## src/rtl/lc3_pkg.sv

```systemverilog
// Shared LC3 types and constants used by the execute, controller and writeback blocks.
package lc3_pkg;

  typedef logic [15:0] word_t;
  typedef logic [2:0]  reg_idx_t;

  typedef enum logic [1:0] {
    WB_ALU  = 2'd0,
    WB_MEM  = 2'd1,
    WB_PC   = 2'd2,
    WB_RSVD = 2'd3
  } wb_sel_e;

  localparam logic [2:0] PSR_N = 3'b100;
  localparam logic [2:0] PSR_Z = 3'b010;
  localparam logic [2:0] PSR_P = 3'b001;

endpackage

```

## src/rtl/lc3_reg_file.sv

```systemverilog
// General register file: one synchronous write port, two asynchronous read ports,
// asynchronous active-low clear.
module lc3_reg_file #(
  parameter int DATA_W   = 16,
  parameter int NUM_REGS = 8,
  localparam int ADDR_W  = $clog2(NUM_REGS)
) (
  input  logic              clk,
  input  logic              reset,
  input  logic              we,
  input  logic [ADDR_W-1:0] waddr,
  input  logic [DATA_W-1:0] wdata,
  input  logic [ADDR_W-1:0] raddr1,
  input  logic [ADDR_W-1:0] raddr2,
  output logic [DATA_W-1:0] rdata1,
  output logic [DATA_W-1:0] rdata2
);

  logic [DATA_W-1:0] regs [NUM_REGS];

  always_ff @(posedge clk or negedge reset) begin
    if (!reset) begin
      for (int i = 0; i < NUM_REGS; i++) regs[i] <= '0;
    end else if (we) begin
      regs[waddr] <= wdata;
    end
  end

  // No write-through: a same-cycle read sees the pre-edge contents.
  assign rdata1 = regs[raddr1];
  assign rdata2 = regs[raddr2];

endmodule

```

## src/rtl/lc3_writeback.sv

```systemverilog
// LC3 writeback stage: selects the result source, writes the register file
// and tracks the NZP status of the last written value.
module lc3_writeback
  import lc3_pkg::*;
#(
  parameter int DATA_W   = 16,
  parameter int NUM_REGS = 8,
  localparam int ADDR_W  = $clog2(NUM_REGS)
) (
  input  logic              clk,
  input  logic              reset,
  input  logic              enable_writeback,
  input  logic [1:0]        W_Control_in,
  input  logic [DATA_W-1:0] aluout,
  input  logic [DATA_W-1:0] pcout,
  input  logic [DATA_W-1:0] memout,
  input  logic [ADDR_W-1:0] dr,
  input  logic [ADDR_W-1:0] sr1,
  input  logic [ADDR_W-1:0] sr2,
  output logic [DATA_W-1:0] VSR1,
  output logic [DATA_W-1:0] VSR2,
  output logic [2:0]        psr
);

  function automatic logic [2:0] nzp_of(input logic signed [DATA_W-1:0] v);
    if (v < 0)       return PSR_N;
    else if (v == 0) return PSR_Z;
    else             return PSR_P;
  endfunction

  wb_sel_e             wb_sel;
  logic [DATA_W-1:0]   dr_in;
  logic                wr_en;

  assign wb_sel = wb_sel_e'(W_Control_in);

  always_comb begin
    dr_in = aluout;
    case (wb_sel)
      WB_ALU:  dr_in = aluout;
      WB_MEM:  dr_in = memout;
      WB_PC:   dr_in = pcout;
      default: dr_in = aluout;
    endcase
  end

  // The reserved select suppresses both the register write and the PSR update.
  assign wr_en = enable_writeback && (wb_sel != WB_RSVD);

  always_ff @(posedge clk or negedge reset) begin
    if (!reset)     psr <= 3'b000;
    else if (wr_en) psr <= nzp_of(dr_in);
  end

  lc3_reg_file #(
    .DATA_W   (DATA_W),
    .NUM_REGS (NUM_REGS)
  ) u_reg_file (
    .clk    (clk),
    .reset  (reset),
    .we     (wr_en),
    .waddr  (dr),
    .wdata  (dr_in),
    .raddr1 (sr1),
    .raddr2 (sr2),
    .rdata1 (VSR1),
    .rdata2 (VSR2)
  );

endmodule

```

## config.mk

```make
export PLATFORM = sky130hd
export DESIGN_NAME = lc3_writeback
export DESIGN_NICKNAME = d
export VERILOG_FILES = /design/src/rtl/lc3_pkg.sv /design/src/rtl/lc3_reg_file.sv /design/src/rtl/lc3_writeback.sv
export SDC_FILE = /design/constraint.sdc
export NUM_CORES = 1
export LEC_CHECK = 0
export ABC_AREA = 1
export CORE_UTILIZATION = 25
export CTS_CLUSTER_SIZE = 10
export DETAILED_ROUTE_END_ITERATION = 7
export GPL_TIMING_DRIVEN = 0
export SETUP_SLACK_MARGIN = 0.1
export SLEW_MARGIN = 10
export SYNTH_ARGS = -nofsm -noshare
export SYNTH_HDL_FRONTEND = slang
export SYNTH_SLANG_ARGS = --single-unit
```

## constraint.sdc

```tcl
create_clock -name clk -period 1.1 [get_ports clk]
set_clock_uncertainty 0.1 [all_clocks]
set_input_delay 0.11 -clock clk [delete_from_list [all_inputs] [get_ports clk]]
set_output_delay 0.11 -clock clk [all_outputs]
set_load 0.01 [all_outputs]
```

======== Yosys cells after proc, flatten, opt, wreduce, memory -nomap -nowiden ========
Index checks and enable logic that the tools add are counted.
storage, ports and cells
  logic and storage cells ................. 35
  output and inout port bits .............. 35
  register bits ........................... 131
  input port bits ......................... 62
cells by class
  reductions and logical operators ........ 3
  eq/ne operators ......................... 3
  mux-type cells .......................... 12
  bitwise gates (word level) .............. 3
  $lt $le $gt $ge ......................... 5
operators by type and width
  operator             count
  $bwmux 128           1
  $bmux 16 s3          2
  $mux 16              5
  $demux 16 s3         1
  $logic_not 32->1     1
  $pmux 16 s2          1
  $lt 16x1->1 const B  1
  $ge 4x4->1 const B   3
  $not 3->4            3
  $lt 4x1->1 const B   1
  $mux 3               1
  $eq 2x1->1 const B   1
  $eq 2x2->1 const B   1
  $logic_and 1x1->1    2
  $mux 2               1
  $ne 2x2->1 const B   1

======== Logic depth before layout (Yosys ltp) ========
Gate-level depths: netlist (run 1).
  depth after elaboration ................. 6
  depth in mapped cells ................... 14
  depth with buffers taken out ............ 12

======== Hierarchy ========
From an unflattened synthesis (run 1), not the netlist that was laid out.
unflattened totals
  cell total of the unflattened synthesis .. 1304
  area, all modules ....................... 8187.9 um2
modules (own cells, without submodules)
  module         area an instance (um2)  instances  sequential area each (um2)  cells an instance
  lc3_reg_file   7489.7                  1          3203.1                      1165
  lc3_writeback  698.2                   1          75.1                        139

======== Least setup slack after synthesis (run 1) ========
OpenSTA, ideal clock, no wires.
  path kind ............................... input port to flip-flop
  start ................................... input W_Control_in[0]
  end ..................................... register psr[0]
  library setup time ...................... 0.116 ns
  slack ................................... -0.372 ns
  stages .................................. 13
  required time ........................... 0.884 ns
  buffers on the path ..................... 1
  arrival time ............................ 1.255 ns
  cell sequence ........................... inv_1 ha_1 buf_6 inv_4 or2_4 nand2_4 inv_4 nor2_4 nand2_1 nor2_2 nand2_1 nand2_1 nand2_1
between the ends
  word-level cells in the longest chain between the ends .. 5
  elaborated cells between the ends (all ways) .. 9
  classes of those cells .................. order compare (1); eq/ne (3); mux (3); reduce/logical (2)
ends and longest elaborated chain
  element                                                              RTL line             text
  start: declaration                                                   lc3_writeback.sv:13  input logic [1:0] W_Control_in,
  parallel branches: the longest is 5 deep, another holds $lt 16x1->1  n/a
  end signal: assignment                                               lc3_writeback.sv:52  else if (wr_en) psr <= nzp_of(dr_in);
  end: declaration                                                     lc3_writeback.sv:22  output logic [2:0] psr
Parallel ways; which one is timed is not known.
A chain may end at the register's enable or synchronous reset.

======== Worst setup path after layout (run 1) ========
  start ................................... input sr1[2]
  end ..................................... output VSR1[13]
between the ends
  word-level cells in the longest chain between the ends .. 4
ends and longest elaborated chain
  element                                     RTL line             text
  start: declaration                          lc3_writeback.sv:18  input logic [ADDR_W-1:0] sr1,
  $not 3->4 (implied by the code)             lc3_reg_file.sv:30   assign rdata1 = regs[raddr1];
  $bmux 16 s3                                 lc3_reg_file.sv:30
  $mux 16 (implied by the code) (2 in a row)  lc3_reg_file.sv:30
  end: declaration                            lc3_writeback.sv:20  output logic [DATA_W-1:0] VSR1,
Every way passes these cells. The select of a mux whose other input is x is not followed.

==> results.sh, run 1 <==
export IMPL_postLayoutCoreUtil_pct=43.6
export IMPL_crit_required_ns=0.89
export IMPL_syn2layout_area_growth_pct=72.1
export IMPL_cp_top_family="buffers and inverters"
export IMPL_syn_nets=1119
export IMPL_wl_per_cell_microns=20.9
export IMPL_rows=63
export IMPL_worst_pin_slew_ns=0.556
export IMPL_ir_worst_vdd_uv=745
export IMPL_antenna_left=0
export IMPL_clk_latency_ns=0.43
export IMPL_tns_ns=-31.31
export IMPL_vias=8507
export IMPL_critical_path_max_fanout=10
export IMPL_die_area_sq_um=30800
export IMPL_arrival_ns=1.59
export IMPL_p_leak_uw=0.00558
export IMPL_run_status="complete, but fails checks"
export IMPL_slew_violations=0
export IMPL_dp_hpwl_microns=22600
export IMPL_hp_class="in -> async"
export IMPL_crit_buf_inv=4
export IMPL_ys_warn_count=0
export IMPL_grt_pass1_wl_microns=50300
export IMPL_cts_sinks=131
export IMPL_slowest_stage="clkdlybuf4s50_1"
export IMPL_dp_cells=1539
export IMPL_root_buffer="clkbuf_16"
export IMPL_crit_path_end_kind="primary output"
export IMPL_clkSlewWorstSetupHoldPaths_ns=0.06
export IMPL_cts_tree="done"
export IMPL_max_slew_margin_pct=62.9
export IMPL_rsz0062_at_grt="true"
export IMPL_grt_max_degree=88
export IMPL_crit_path_start_kind="input pin"
export IMPL_synth_seq_cells=131
export IMPL_via_per_inst=5.12
export IMPL_fin_crit_sh_pct=164
export IMPL_first_pass_iters=5
export IMPL_setup_viol=164
export IMPL_ios=97
export IMPL_dieHeight_microns=175
export IMPL_final_cells=1663
export IMPL_violations="negative hold slack, negative setup slack"
export IMPL_portBuffers=94
export IMPL_drc_errors=0
export IMPL_clockBufferDepth=2
export IMPL_hold_viol_final=131
export IMPL_crit_start="sr1[2]"
export IMPL_drive_gt1_share_pct=52.9
export IMPL_maxCapViolations=0
export IMPL_first_global_vias=8249
export IMPL_path_cells="clkdlybuf4s50_1 -> inv_1 -> clkbuf_2 -> nor2_2 -> a31oi_2 -> buf_2"
export IMPL_n_fill_cell=2807
export IMPL_grt_overflow_total=0
export IMPL_synthCells=1054
export IMPL_design_area_sq_um=12900
export IMPL_holdWs_ns=-0.496
export IMPL_cts_buffers=17
export IMPL_synth_cell_types=24
export IMPL_criticalPathCategory="in -> out"
export IMPL_htreeDepth=4
export IMPL_regToRegSetupSlack_ns=0.06
export IMPL_worstReg2RegStart="u_reg_file.regs[25]"
export IMPL_seq_area_frac_synth_pct=43.6
export IMPL_place_area_sq_um=9900
export IMPL_cpPeakStageDelay_ns=0.45
export IMPL_setup_ws_ns=-0.702
export IMPL_power_density_nw_per_um2=1460
export IMPL_antenna_cells=0
export IMPL_avgSynthCellArea_sq_um=7.13
export IMPL_synth_area_sq_um=7520
export IMPL_fmax_ghz=0.555
export IMPL_finalNetCount=1325
export IMPL_coreArea_sq_um=29600
export IMPL_wirelength_microns=34800
export IMPL_start_util_pct=25.4
export IMPL_gp_congestion=0.939
export IMPL_drtIter0Drc=880
export IMPL_final_min_clock_period_ns=1.80
export IMPL_grtUsageTotal_pct=22.2
export IMPL_die_w_microns=175
export IMPL_antenna_found_initial=0
-- per-layer routing --
metal	share of wire, %	track usage (%)
met5	0	0
met1	40	26.8
met2	48	36.9
met4	5.9	12.7
met3	6.3	4.22
-- state kept, by name, summed over array words and instances (netlist names) --
name,cells
u_reg_file.regs,128
psr,3
-- report_power, final --
group          switching (uW)  internal (uW)
combinational            3930           2820
sequential                776           5930
clock                    2290           3100
total                    7000          11900
-- through the flow --
| step | power [uW] | setup WS, ns |
|---|---|---|
| 2_1_floorplan | 9610 | -0.318 |
| 3_3_place_gp | 11500 | -5.57 |
| 3_5_place_dp | 11600 | -1.51 |
| 4_1_cts | 17700 | -0.692 |
| 5_1_grt | 19600 | -0.803 |
| 6_report | 18800 | -0.702 |
-- cell families after synthesis --
family | after synthesis | synth area share (%)
AO/OA/AOI/OAI | 414 | 28.2
AND/OR/NAND/NOR | 328 | 17.5
buffers and inverters | 178 | 10.2
flip-flops | 131 | 43.6
adder cells (fa/ha/maj) | 3 | 0.499
-- path summary, 6_finish.rpt --
path	to	depth (start not counted)
min in group clk	psr[2]	5
max in group asynchronous	u_reg_file.regs[50]	2
worst min register to register	psr[1]	2
worst max-delay path	VSR1[13]	6
worst min-delay path	u_reg_file.regs[55]	1
worst max register to register	u_reg_file.regs[25]	5
-- repair_timing --
| action | CTS | global route |
|---|---|---|
| gates cloned | 24 | 0 |
| setup endpoints to repair | 166 | 166 |
| gates resized for setup | 464 | 248 |
| buffers inserted | 36 | 39 |
| pin swaps | 61 | 68 |
| endpoints found under the hold margin | 100 | 44 |
-- synth_stat cells (all sizes together) --
cell type	number	area [sq um]
dfrtp	131	3280
inv	101	384
nor2	76	330
buf	41	246
clkbuf	36	139
a31oi	32	200
ha	3	37.5
nand3	2	10.0
or2	1	8.76
o211ai	2	15.0
a21oi	141	706
nand2	249	965
o21ai	239	1200
-- layout make-up --
class | instances | area (sq um) | share of cell area [%]
multi-input cells | 745 | 5150 | 39.8
well taps | 390 | 488 | 3.77
repair buffers | 187 | 2010 | 15.6
inverters | 101 | 472 | 3.65
clock inverters | 13 | 114 | 0.880
repair inverters | 1 | 6.26 | 0.0484
clock buffers | 19 | 433 | 3.35
plain buffers | 76 | 986 | 7.62
flip-flops and latches | 131 | 3280 | 25.3
-- cells in the final DEF (no fill, tap or decap), types with 26 or more instances in the layout --
cell type        count
inv_2               40
a21oi_1             60
dfrtp_1            131
buf_8               35
a21oi_2             81
nand2_2             89
nor2_4              26
clkdlybuf4s50_1     50
a31oi_2             28
buf_2               33
nand2_1            111
inv_1               42
o21ai_1            149
nand2_4             40
buf_4               35
nor2_2              31
buf_6               40
o21ai_0             26
o21ai_2             63
Note: power is estimated with default switching activity, not from simulation.
==> inputs of run 2 (changes only) <==
--- a/config.mk
+++ b/config.mk
@@ -6,10 +6,11 @@
 export NUM_CORES = 1
 export LEC_CHECK = 0
 export ABC_AREA = 1
-export CORE_UTILIZATION = 25
+export CORE_UTILIZATION = 50
 export CTS_CLUSTER_SIZE = 10
 export DETAILED_ROUTE_END_ITERATION = 7
 export GPL_TIMING_DRIVEN = 0
+export PLACE_DENSITY = 0.76
 export SETUP_SLACK_MARGIN = 0.1
 export SLEW_MARGIN = 10
 export SYNTH_ARGS = -nofsm -noshare
==> run 2 against run 1 <==
The flow still finishes with violations (negative hold slack, negative setup slack); setup slack worse by 0.17 ns; count of clock-buffer cells in the layout up 1; global-route usage up 21 points; highest routed layer unchanged.
==> results.sh, run 2 (synthesis results as in run 1) <==
export IMPL_drtIter0Drc=1477
export IMPL_setup_ws_ns=-0.869
export IMPL_syn2layout_area_growth_pct=69.0
export IMPL_grtUsageTotal_pct=43.1
export IMPL_worst_pin_slew_ns=0.477
export IMPL_grt_max_degree=91
export IMPL_via_per_inst=6.62
export IMPL_layout_commonest_cell="o21ai_1"
export IMPL_fin_crit_sh_pct=179
export IMPL_dieHeight_microns=125
export IMPL_register_area_sq_um=3280
export IMPL_wirelength_microns=37800
export IMPL_max_slew_margin_pct=68.2
export IMPL_design_area_sq_um=12700
export IMPL_worstReg2RegStart="psr[2]"
export IMPL_r2r_cells=3
export IMPL_critical_path_max_fanout=10
export IMPL_portBuffers=94
export IMPL_gp_congestion=0.971
export IMPL_reg_top3="u_reg_file.regs: 128 flops, psr: 3 flops"
export IMPL_crit_required_ns=0.89
export IMPL_die_w_microns=125
export IMPL_final_cells=1457
export IMPL_multi_input_area_sq_um=5180
export IMPL_setup_viol=166
export IMPL_regToRegSetupSlack_ns=0.16
export IMPL_ir_worst_vdd_uv=1190
export IMPL_drive_gt1_share_pct=53.4
export IMPL_run_status="complete, but fails checks"
export IMPL_maxCapViolations=0
export IMPL_htreeDepth=4
export IMPL_antenna_cells=0
export IMPL_cts_sinks=131
export IMPL_slowest_stage="dlygate4sd2_1"
export IMPL_largest_reg_flops=128
export IMPL_rows=44
export IMPL_ios=97
export IMPL_clk_latency_ns=0.43
export IMPL_violations="negative hold slack, negative setup slack"
export IMPL_clockBufferDepth=2
export IMPL_crit_path_end_kind="primary output"
export IMPL_n_fill_cell=704
export IMPL_final_min_clock_period_ns=1.97
export IMPL_clkSlewWorstSetupHoldPaths_ns=0.06
export IMPL_slew_violations=0
export IMPL_criticalPathCategory="in -> out"
export IMPL_coreArea_sq_um=14600
export IMPL_mostFrequentLayoutCells="o21ai_1 (134), dfrtp_1 (131), nand2_1 (115), nand2_2 (82), a21oi_2 (79)"
export IMPL_dp_cells=1333
export IMPL_rsz0062_at_grt="true"
export IMPL_place_area_sq_um=9640
export IMPL_first_global_vias=8839
export IMPL_cpPeakStageDelay_ns=0.36
export IMPL_power_density_nw_per_um2=1530
export IMPL_grt_overflow_total=0
export IMPL_start_util_pct=51.5
export IMPL_total_power_uw=19400
export IMPL_grt_pass1_wl_microns=50300
export IMPL_largest_register="u_reg_file.regs"
export IMPL_cts_buffers=17
export IMPL_fmax_ghz=0.508
export IMPL_finalNetCount=1325
export IMPL_drc_errors=0
export IMPL_p_leak_uw=0.00561
export IMPL_vias=9639
export IMPL_dp_hpwl_microns=19900
export IMPL_hold_viol_final=131
export IMPL_crit_start="sr1[0]"
export IMPL_first_pass_iters=6
export IMPL_path_cells="dlygate4sd2_1 -> inv_4 -> clkbuf_2 -> a21oi_1 -> o21ai_1 -> a31oi_2 -> buf_2"
export IMPL_hp_class="in -> async"
export IMPL_crit_path_start_kind="input pin"
export IMPL_arrival_ns=1.76
export IMPL_root_buffer="clkbuf_16"
export IMPL_tns_ns=-46.89
export IMPL_antenna_left=0
export IMPL_holdWs_ns=-0.512
export IMPL_die_area_sq_um=15500
export IMPL_worst_r2r_endpoint="psr[2]"
export IMPL_cts_tree="done"
export IMPL_antenna_found_initial=0
export IMPL_wl_per_cell_microns=26.0
run 2: area by class of cell:
cell class                      instances  area share, %
Multi-Input combinational cell        745           40.8
Inverter                              101           3.62
Tap cell                              184           1.81
Clock buffer                           20           3.59
Clock inverter                         12          0.847
Timing Repair Buffer                  187           15.5
Buffer                                 77           8.06
Sequential cell                       131           25.8
run 2: repair_timing:
action	4_1_cts	5_1_grt
pin swaps	66	70
hold endpoints to repair	131	41
cloned	23	2
resized for setup	476	226
buffers inserted	29	41
setup endpoints to repair	166	166
run 2: critical path: cells and delay by family:
kind	cells	cell delay (ns)
buf+inv	4	0.95
compound gates	3	0.69
run 2: per-stage QoR:
stage	utilization, %	setup WS (ns)
after floorplan	-	-0.318
after global placement	65.9	-5.41
after detailed placement	66.1	-1.44
after CTS	79.5	-0.647
after global routing	87.1	-0.819
final	87.1	-0.869
run 2: per-layer routing:
layer  vias to the layer above  global-route usage [%]  share of wire (%)
met4                         0                    26.6                7.4
met5                         -                       0                  0
met3                       272                    11.0                 12
met1                      4503                    55.1                 35
li1                       3922                       -                  -
met2                       942                    65.4                 46
run 2: worst max path at each step:
stage,endpoint,slack (ns)
6_report,VSR1[14],-0.87
5_1_grt,VSR1[14],-0.82
4_1_cts,VSR2[4],-0.65
3_5_place_dp,psr[0],-1.44
3_3_place_gp,psr[0],-5.41
2_1_floorplan,psr[0],-0.32
run 2: power breakdown:
group / switching, uW / internal, uW / total [uW]
sequential: 898 / 5930 / 6830
clock: 2340 / 3220 / 5570
combinational: 4170 / 2860 / 7030
total: 7410 / 12000 / 19400
==> inputs of run 3 (changes only) <==
--- a/config.mk
+++ b/config.mk
@@ -9,6 +9,7 @@
 export CORE_UTILIZATION = 50
 export CTS_CLUSTER_SIZE = 10
 export DETAILED_ROUTE_END_ITERATION = 7
+export GPL_ROUTABILITY_DRIVEN = 1
 export GPL_TIMING_DRIVEN = 0
 export PLACE_DENSITY = 0.76
 export SETUP_SLACK_MARGIN = 0.1
==> results of run 3 <==
Final layout, timing and power as in run 2 (identical DEF).
